File: config.mk
export PLATFORM = sky130hd
export DESIGN_NAME = regfile_flags_32x64_flat
export DESIGN_NICKNAME = d
export VERILOG_FILES = /design/src/rtl/regfile_flags_32x64_if.sv /design/src/rtl/regfile_flags_32x64.sv /design/src/flat_wrapper.sv
export SDC_FILE = /design/constraint.sdc
export NUM_CORES = 2
export LEC_CHECK = 0
export ABC_AREA = 0
export CAP_MARGIN = 20
export CORE_ASPECT_RATIO = 0.7
export CORE_MARGIN = 5
export CORE_UTILIZATION = 35
export CTS_CLUSTER_DIAMETER = 50
export DETAILED_ROUTE_END_ITERATION = 16
export SKIP_CTS_REPAIR_TIMING = 1
export SLEW_MARGIN = 20
export SYNTH_ARGS = -nofsm -noshare
export SYNTH_HDL_FRONTEND = slang
export SYNTH_SLANG_ARGS = --single-unit
export TNS_END_PERCENT = 10
File: constraint.sdc
create_clock -name clock -period 4.34 [get_ports clock]
set_input_delay 1.085 -clock clock [delete_from_list [all_inputs] [get_ports clock]]
set_output_delay 1.085 -clock clock [all_outputs]
set_load 0.05 [all_outputs]
File: src/rtl/regfile_flags_32x64_if.sv
// regfile_flags_32x64_if: operand/result/flags bus between ALU control and the register file
interface regfile_flags_32x64_if #(parameter int WIDTH = 64);
  logic [4:0] A_sel, B_sel, D_sel;
  logic [WIDTH-1:0] D_in, A_out, B_out;
  logic write_en, status_load, cond_true;
  logic [3:0] status_in, cond, flags;
  modport master (
    output A_sel, B_sel, D_sel, D_in, write_en, status_in, status_load, cond,
    input A_out, B_out, flags, cond_true
  );
  modport slave (
    input A_sel, B_sel, D_sel, D_in, write_en, status_in, status_load, cond,
    output A_out, B_out, flags, cond_true
  );
endinterface

File: src/rtl/regfile_flags_32x64.sv
// regfile_flags_32x64: 32x64 LEGv8 register file with XZR, optional write bypass, NZCV flags and B.cond evaluation
module regfile_flags_32x64 #(
  parameter int WIDTH  = 64,
  parameter bit BYPASS = 1'b1
) (
  input logic clock,
  input logic reset,
  regfile_flags_32x64_if.slave bus
);
  logic [WIDTH-1:0] regs [32];
  logic [3:0] flags_q;
  logic fwd, base;
  // a live write to a real register may be forwarded to the read ports
  assign fwd = BYPASS && bus.write_en && bus.D_sel != 5'd31;
  assign bus.A_out = (bus.A_sel == 5'd31) ? '0 : (fwd && bus.A_sel == bus.D_sel) ? bus.D_in : regs[bus.A_sel];
  assign bus.B_out = (bus.B_sel == 5'd31) ? '0 : (fwd && bus.B_sel == bus.D_sel) ? bus.D_in : regs[bus.B_sel];
  assign bus.flags = flags_q;
  // register writes; R31 is never written so it stays zero
  always_ff @(posedge clock or negedge reset)
    if (!reset)
      for (int i = 0; i < 32; i++) regs[i] <= '0;
    else if (bus.write_en && bus.D_sel != 5'd31)
      regs[bus.D_sel] <= bus.D_in;
  // status latch for flag-setting ops
  always_ff @(posedge clock or negedge reset)
    if (!reset) flags_q <= '0;
    else if (bus.status_load) flags_q <= bus.status_in;
  // odd codes are the inverse of the even code below them; 111x is always
  always_comb begin
    case (bus.cond[3:1])
      3'd0:    base = flags_q[0];
      3'd1:    base = flags_q[2];
      3'd2:    base = flags_q[1];
      3'd3:    base = flags_q[3];
      3'd4:    base = flags_q[2] & ~flags_q[0];
      3'd5:    base = flags_q[1] == flags_q[3];
      3'd6:    base = ~flags_q[0] & (flags_q[1] == flags_q[3]);
      default: base = 1'b1;
    endcase
    bus.cond_true = (bus.cond[3:1] == 3'b111) ? 1'b1 : base ^ bus.cond[0];
  end
endmodule

File: src/flat_wrapper.sv
// flat-port wrapper written by rule: the top's interface ports become plain ports
module regfile_flags_32x64_flat 
#(
  parameter int WIDTH  = 64,
  parameter bit BYPASS = 1'b1
)
  (clock, reset, bus_A_sel, bus_B_sel, bus_D_sel, bus_D_in, bus_write_en, bus_status_in, bus_status_load, bus_cond, bus_A_out, bus_B_out, bus_flags, bus_cond_true);
  regfile_flags_32x64_if #(.WIDTH(WIDTH)) bus_i ();
  input logic clock;
  input logic reset;
  input wire logic [$bits(bus_i.A_sel)-1:0] bus_A_sel;
  input wire logic [$bits(bus_i.B_sel)-1:0] bus_B_sel;
  input wire logic [$bits(bus_i.D_sel)-1:0] bus_D_sel;
  input wire logic [$bits(bus_i.D_in)-1:0] bus_D_in;
  input wire logic [$bits(bus_i.write_en)-1:0] bus_write_en;
  input wire logic [$bits(bus_i.status_in)-1:0] bus_status_in;
  input wire logic [$bits(bus_i.status_load)-1:0] bus_status_load;
  input wire logic [$bits(bus_i.cond)-1:0] bus_cond;
  output wire logic [$bits(bus_i.A_out)-1:0] bus_A_out;
  output wire logic [$bits(bus_i.B_out)-1:0] bus_B_out;
  output wire logic [$bits(bus_i.flags)-1:0] bus_flags;
  output wire logic [$bits(bus_i.cond_true)-1:0] bus_cond_true;
  assign bus_i.A_sel = bus_A_sel;
  assign bus_i.B_sel = bus_B_sel;
  assign bus_i.D_sel = bus_D_sel;
  assign bus_i.D_in = bus_D_in;
  assign bus_i.write_en = bus_write_en;
  assign bus_i.status_in = bus_status_in;
  assign bus_i.status_load = bus_status_load;
  assign bus_i.cond = bus_cond;
  assign bus_A_out = bus_i.A_out;
  assign bus_B_out = bus_i.B_out;
  assign bus_flags = bus_i.flags;
  assign bus_cond_true = bus_i.cond_true;
  regfile_flags_32x64 #(.WIDTH(WIDTH), .BYPASS(BYPASS)) u_core (.clock(clock), .reset(reset), .bus(bus_i));
endmodule
# ---- Word level (Yosys, flattened, before mapping)
# Cells that the tools add are included.
dict set report classes {
  bitwise_logic 7
  eq_ne 13
  reduce_logical 5
  muxes 15
  n_lt_le_gt_ge 4
}
# operator count
set ops {}
lappend ops {{2048-bit bitwise mux} 1}
lappend ops {{64-bit binary-select mux with 5-bit select} 2}
lappend ops {{64-bit two-way mux} 9}
lappend ops {{64-bit demux with 5-bit select} 1}
lappend ops {{6-bit greater-or-equal comparator (second input constant)} 3}
lappend ops {{5-bit inverter with 6-bit output} 3}
lappend ops {{3-bit == test (second input constant)} 4}
lappend ops {{5-bit == test} 2}
lappend ops {{5-bit == test (second input constant)} 2}
lappend ops {{1-bit case mux with 7 select lines} 1}
lappend ops {{3-bit by 2-bit == test with 1-bit output (second input constant)} 2}
lappend ops {{6-bit by 1-bit < comparator with 1-bit output (second input constant)} 1}
lappend ops {{5-bit inequality test (second input constant)} 1}
lappend ops {{1-bit logical AND} 4}
lappend ops {{3-bit by 1-bit == test with 1-bit output (second input constant)} 1}
lappend ops {{3-bit zero test} 1}
lappend ops {{1-bit bitwise AND} 2}
lappend ops {{1-bit == test} 1}
lappend ops {{1-bit two-way mux} 1}
lappend ops {{1-bit inverter} 1}
lappend ops {{1-bit bitwise XOR} 1}
dict set report word_totals {
  word_cells 77
  reg_bits 2052
}

# ---- Depth between registers and ports, before layout
dict set report logic_depth {
  word_depth 6
  depth_mapped 11
  depth_no_buf 5
}

# ---- Worst setup path before layout
# No wires, ideal clock.
dict set report synth_timing {
  kind {input -> output}
  start {input bus_A_sel[0]}
  end {output bus_A_out[25]}
  slack_ns -0.683
  required_time_ns 3.255
  cell_stages 10
  arrival_time_ns 3.938
  path_buffers 6
  cell_sequence {buf_4 -> buf_6 -> buf_6 -> buf_4 -> buf_4 -> buf_4 -> nor2_1 -> nor2_1 -> o22ai_1 -> o41ai_1}
}
dict set report synth_between {
  elab_chain_len 6
  elab_cells_between_ends 9
}
# item line
set synth_rtl {}
lappend synth_rtl {{start, declared} flat_wrapper.sv:11} ;# input wire logic [$bits(bus_i.A_sel)-1:0] bus_A_sel;
lappend synth_rtl {{5-bit inverter with 6-bit output (implied by the code)} regfile_flags_32x64.sv:15} ;# assign bus.A_out = (bus.A_sel == 5'd31) ? '0 : (fwd && bus.A_sel == bus.D_sel) ? bus.D_in : regs[bus.A_sel];
lappend synth_rtl {{64-bit binary-select mux with 5-bit select} regfile_flags_32x64.sv:15}
lappend synth_rtl {{64-bit two-way mux (implied by the code) (2 in a row)} regfile_flags_32x64.sv:15}
lappend synth_rtl {{64-bit two-way mux} regfile_flags_32x64.sv:15}
lappend synth_rtl {{64-bit two-way mux *} regfile_flags_32x64.sv:15}
lappend synth_rtl {{end, declared} flat_wrapper.sv:19} ;# output wire logic [$bits(bus_i.A_out)-1:0] bus_A_out;
# Every way passes the cells marked *; elsewhere a longest branch is shown, timed or not. The select of a mux whose other input is x is not followed.

# ---- Worst setup path after layout
dict set report layout_timing {
  start {input bus_B_sel[0]}
  end {output bus_B_out[50]}
}
dict set report layout_between {
  elab_chain_len 6
  elab_cells_between_ends 9
}
# item line
set layout_rtl {}
lappend layout_rtl {{start, declared} flat_wrapper.sv:12} ;# input wire logic [$bits(bus_i.B_sel)-1:0] bus_B_sel;
lappend layout_rtl {{5-bit inverter with 6-bit output (implied by the code)} regfile_flags_32x64.sv:16} ;# assign bus.B_out = (bus.B_sel == 5'd31) ? '0 : (fwd && bus.B_sel == bus.D_sel) ? bus.D_in : regs[bus.B_sel];
lappend layout_rtl {{64-bit binary-select mux with 5-bit select} regfile_flags_32x64.sv:16}
lappend layout_rtl {{64-bit two-way mux (implied by the code) (2 in a row)} regfile_flags_32x64.sv:16}
lappend layout_rtl {{64-bit two-way mux} regfile_flags_32x64.sv:16}
lappend layout_rtl {{64-bit two-way mux *} regfile_flags_32x64.sv:16}
lappend layout_rtl {{end, declared} flat_wrapper.sv:20} ;# output wire logic [$bits(bus_i.B_out)-1:0] bus_B_out;
# Marks and branches as above.

==> impl_metrics.ini <==
[status]
outcome = finished with violations
violations = setup timing

[synthesis]
synth_top_flop_cell = dfrtp_1
synthesis.area_per_instance_um2 = 14.64
count_of_flip_flops_with_a_built_in_enable_after_synthesis = 0
asyncSetResetFlopFracSynth_pct = 100.0
yosysSeqAreaShare_pct = 46.94
number_of_nets_in_the_synthesized_netlist = 7563
yosysWarnings = 0
yosysUniqueCellTypes = 57
cell_area_after_technology_mapping_um2 = 109400
syn_inst = 7472
ys_ff_latch = 2052

[global_route]
vias_in_the_first_global_route = 79040
globalRouteOverflowTotal = 0
globalRouteTotalUtil_pct = 25.98
antenna_found_initial = 17
grt_first_pass_wirelength_mm = 613.3
grt_max_degree = 125

[final_layout]
final_core_util_pct = 42.86
finish.net_count = 8037
fillers = 27540
final-instance-count-excl-fill = 12270
drive_gt1_share_pct = 55.31
syn_to_final_growth_pct = 21.72
fin_area_um2 = 133100

[floorplanning]
chipWidth_um = 678.2
coreArea_um2 = 310700
placement_rows = 171
num_io_pins = 224
die_area_um2 = 324000
start_util_pct = 35.21
fp.dieH_um = 477.7

[place]
weighted_congestion_at_the_end_of_routability_driven_global_placement = 0.8647
numPortBuffers = 223
detailedPlacementHpwl_mm = 272.0
placed_cell_area_um2 = 124400
placed_cells = 11820

[job]
total_of_max_cap_violations = 0

[timing]
fin_skew_ns = 0
worst_slack_ns = -0.06681
final_hold_viol_count = 0
highest_achievable_clock_rate_ghz = 0.2269
worstMarginPinSlew_ns = 0.9266
maxSlewViolCount = 0
finalSetupTns_ns = -0.5490
rsz0062_at_grt = yes
slew_headroom_pct = 38.23
final_min_period_over_clock_period_pct = 101.5
fin_crit_ns = 4.407
timing.hold.ws_ns = 0.2376
finalSetupViolCount = 20

[setup_path]
crit_path_end_kind = output port
reg2reg_to = u_core.bus.flags[3]
r2r_setup_slack_ns = 3.51
worst-endpoint-arrival_ns = 3.32
critPathRequiredTime_ns = 3.25
r2r.worst_path.cells = 1
critPathMaxStageDelay_ns = 0.51
timing.critical_path.from = bus_B_sel[0]
critPathMaxFanout = 7
worstSetupPathType = in -> out
crit_path_cell_trace = buf_16 -> buf_16 -> buf_4 -> mux4_2 -> mux2i_1 -> o211ai_1 -> buf_4 -> nand4_1 -> nand2_1 -> buf_12
critical_path.slowest_cell = mux4_2
ff_to_ff_start = u_core.bus.flags[3]
worstSetupEndpoint = bus_B_out[50]
worst_setup_path_start_kind = input pin

[route]
post_drt_wl_per_cell_um = 35.47
drt_first_iter_violations = 9231
vias = 77790
finalWirelength_mm = 435.3
vias_per_cell = 6.339
drt_pre_antenna_iters = 6
ant_nets = 0
drt_drc_violations_left = 0

[power]
power_frac_clock_pct = 32.9
cellLeakagePower_nw = 57.66
power_frac_seq_pct = 43.1
combinational_fraction_of_design_power_pct = 24.1
switching_power_mw = 17.50
peakVddDrop_mv = 0.3176
internal_power_mw = 42.03
sw_frac_of_total_pct = 29.40
powerDensity_nw_per_um2 = 447.1

[cts]
clkSinkCount = 2052
cts_tree = yes
cts_max_level = 4
clk-insertion-delay-late_ns = 0.87
cts_buffers = 217
max-clock-path-buffers = 4
path_clk_slew_ns = 0.06
cts-root-buf = clkbuf_16

[min_path]
hold_path_class = in -> async
==> synthesized netlist by cell type (all sizes together), types with 3 or more instances <==
| cell | instances | share of area (%) |
|---|---|---|
| o211ai | 63 | 0.43 |
| mux2 | 2135 | 22 |
| a221oi | 88 | 0.70 |
| inv | 6 | 0.021 |
| a22o | 65 | 0.52 |
| dfrtp | 2052 | 47 |
| and2 | 10 | 0.057 |
| a32oi | 5 | 0.040 |
| nand4 | 67 | 0.38 |
| and3 | 8 | 0.046 |
| xor2 | 4 | 0.032 |
| a32o | 17 | 0.16 |
| mux2i | 313 | 2.9 |
| nand3b | 7 | 0.048 |
| nor3 | 12 | 0.055 |
| a31oi | 21 | 0.12 |
| a221o | 23 | 0.21 |
| nor2 | 54 | 0.21 |
| nor3b | 5 | 0.034 |
| or2 | 3 | 0.017 |
| a22oi | 123 | 0.84 |
| nand3 | 23 | 0.11 |
| o22ai | 40 | 0.23 |
| a211o | 77 | 0.62 |
| o21ai | 49 | 0.22 |
| o22a | 6 | 0.048 |
| o41ai | 4 | 0.032 |
| xnor2 | 9 | 0.072 |
| a21oi | 75 | 0.34 |
| nand2 | 282 | 0.97 |
| o221ai | 73 | 0.58 |
| o2bb2ai | 5 | 0.040 |
| a211oi | 5 | 0.034 |
| clkbuf | 548 | 1.9 |
| o2111ai | 6 | 0.048 |
| mux4 | 838 | 17 |
| buf | 317 | 1.6 |
| nor2b | 12 | 0.069 |
| nand2b | 6 | 0.034 |
==> worst max-delay path, delay by kind of cell <==
kind | cells | cell delay, ns
AOI/OAI and AO/OA | 1 | 0.12
buffers and inverters | 5 | 0.88
muxes | 2 | 0.79
and+or+nand+nor | 2 | 0.42
==> kinds of logic (layout without fill, tap and decap cells) <==
| group | Yosys count | in the layout | synth area share (%) |
|---|---|---|---|
| other cells | 0 | 10 | 0 |
| compound gates | 755 | 755 | 5.310 |
| buf+inv | 872 | 1509 | 3.481 |
| mux | 3286 | 3286 | 42.10 |
| xor+xnor | 13 | 13 | 0.1041 |
| simple gates | 494 | 494 | 2.065 |
| flops | 2052 | 2052 | 46.94 |
==> layout make-up <==
type	instances	area [um2]	share of cell area (%)
Multi-Input combinational cell	4548	55000	41.31
Sequential cell	2052	51350	38.57
Timing Repair Buffer	1120	14290	10.74
Tap cell	4152	5195	3.902
Clock buffer	308	6254	4.697
Clock inverter	74	999.7	0.7508
Antenna cell	10	25.02	0.01879
Inverter	7	27.53	0.02067
==> worst min path at each step <==
| stage | to | cells after the start |
|---|---|---|
| final | u_core.regs[49] | 1 |
| after global routing | u_core.regs[49] | 1 |
| after CTS | u_core.regs[49] | 1 |
| after detailed placement | u_core.regs[34] | 0 |
| after global placement | u_core.regs[34] | 0 |
| after floorplan | u_core.regs[34] | 1 |
==> placed cells by master, fill, tap and decap left out, drive strengths merged, types with 7 or more instances in the layout <==
cell type / Yosys / final
clkdlybuf4s50: 0 / 77
inv: 6 / 18
nor2b: 12 / 12
o221ai: 73 / 73
nand3: 23 / 23
mux2: 2135 / 2135
a211o: 77 / 77
nor3: 12 / 12
o211ai: 63 / 63
a31oi: 21 / 21
o21ai: 49 / 49
nand3b: 7 / 7
bufinv: 0 / 19
buf: 317 / 1026
mux4: 838 / 838
a221oi: 88 / 88
clkinv: 1 / 36
clkbuf: 548 / 319
nand4: 67 / 67
o22ai: 40 / 40
diode: 0 / 10
mux2i: 313 / 313
a32o: 17 / 17
and3: 8 / 8
a221o: 23 / 23
a22oi: 123 / 123
dfrtp: 2052 / 2052
a22o: 65 / 65
xnor2: 9 / 9
a21oi: 75 / 75
nand2: 282 / 282
and2: 10 / 10
nor2: 54 / 54
clkinvlp: 0 / 8
==> power groups by stage <==
stage	Combinational (mW)	Clock [mW]	Sequential, mW
after floorplan	9.36	0	24.7
after global placement	13.7	0	25.5
after detailed placement	14.0	0	25.8
after CTS	14.1	19.8	25.4
after global routing	15.1	20.5	26.0
final	14.3	19.6	25.6
==> per-stage QoR <==
stage | worst slack [ns] | power, mW
finish | -0.06681 | 59.53
global route | -0.1158 | 61.63
CTS | -0.7128 | 59.28
detailed placement | -0.6981 | 39.79
global placement | -1.061 | 39.17
floorplan | -0.6408 | 34.08
==> metal layers <==
layer / share of wire [%] / global-route usage (%) / up-vias
met2: 43 / 37.45 / 4606
met1: 41 / 36.72 / 42180
met3: 11 / 7.414 / 990
met5: 0.021 / 0 / -
li1: - / - / 30000
met4: 4.7 / 10.57 / 14
==> state kept, by name, indices dropped and copies added (netlist names) <==
register	flops
u_core.bus.flags	4
u_core.regs	2048
Power figures use the tool's default switching activity.
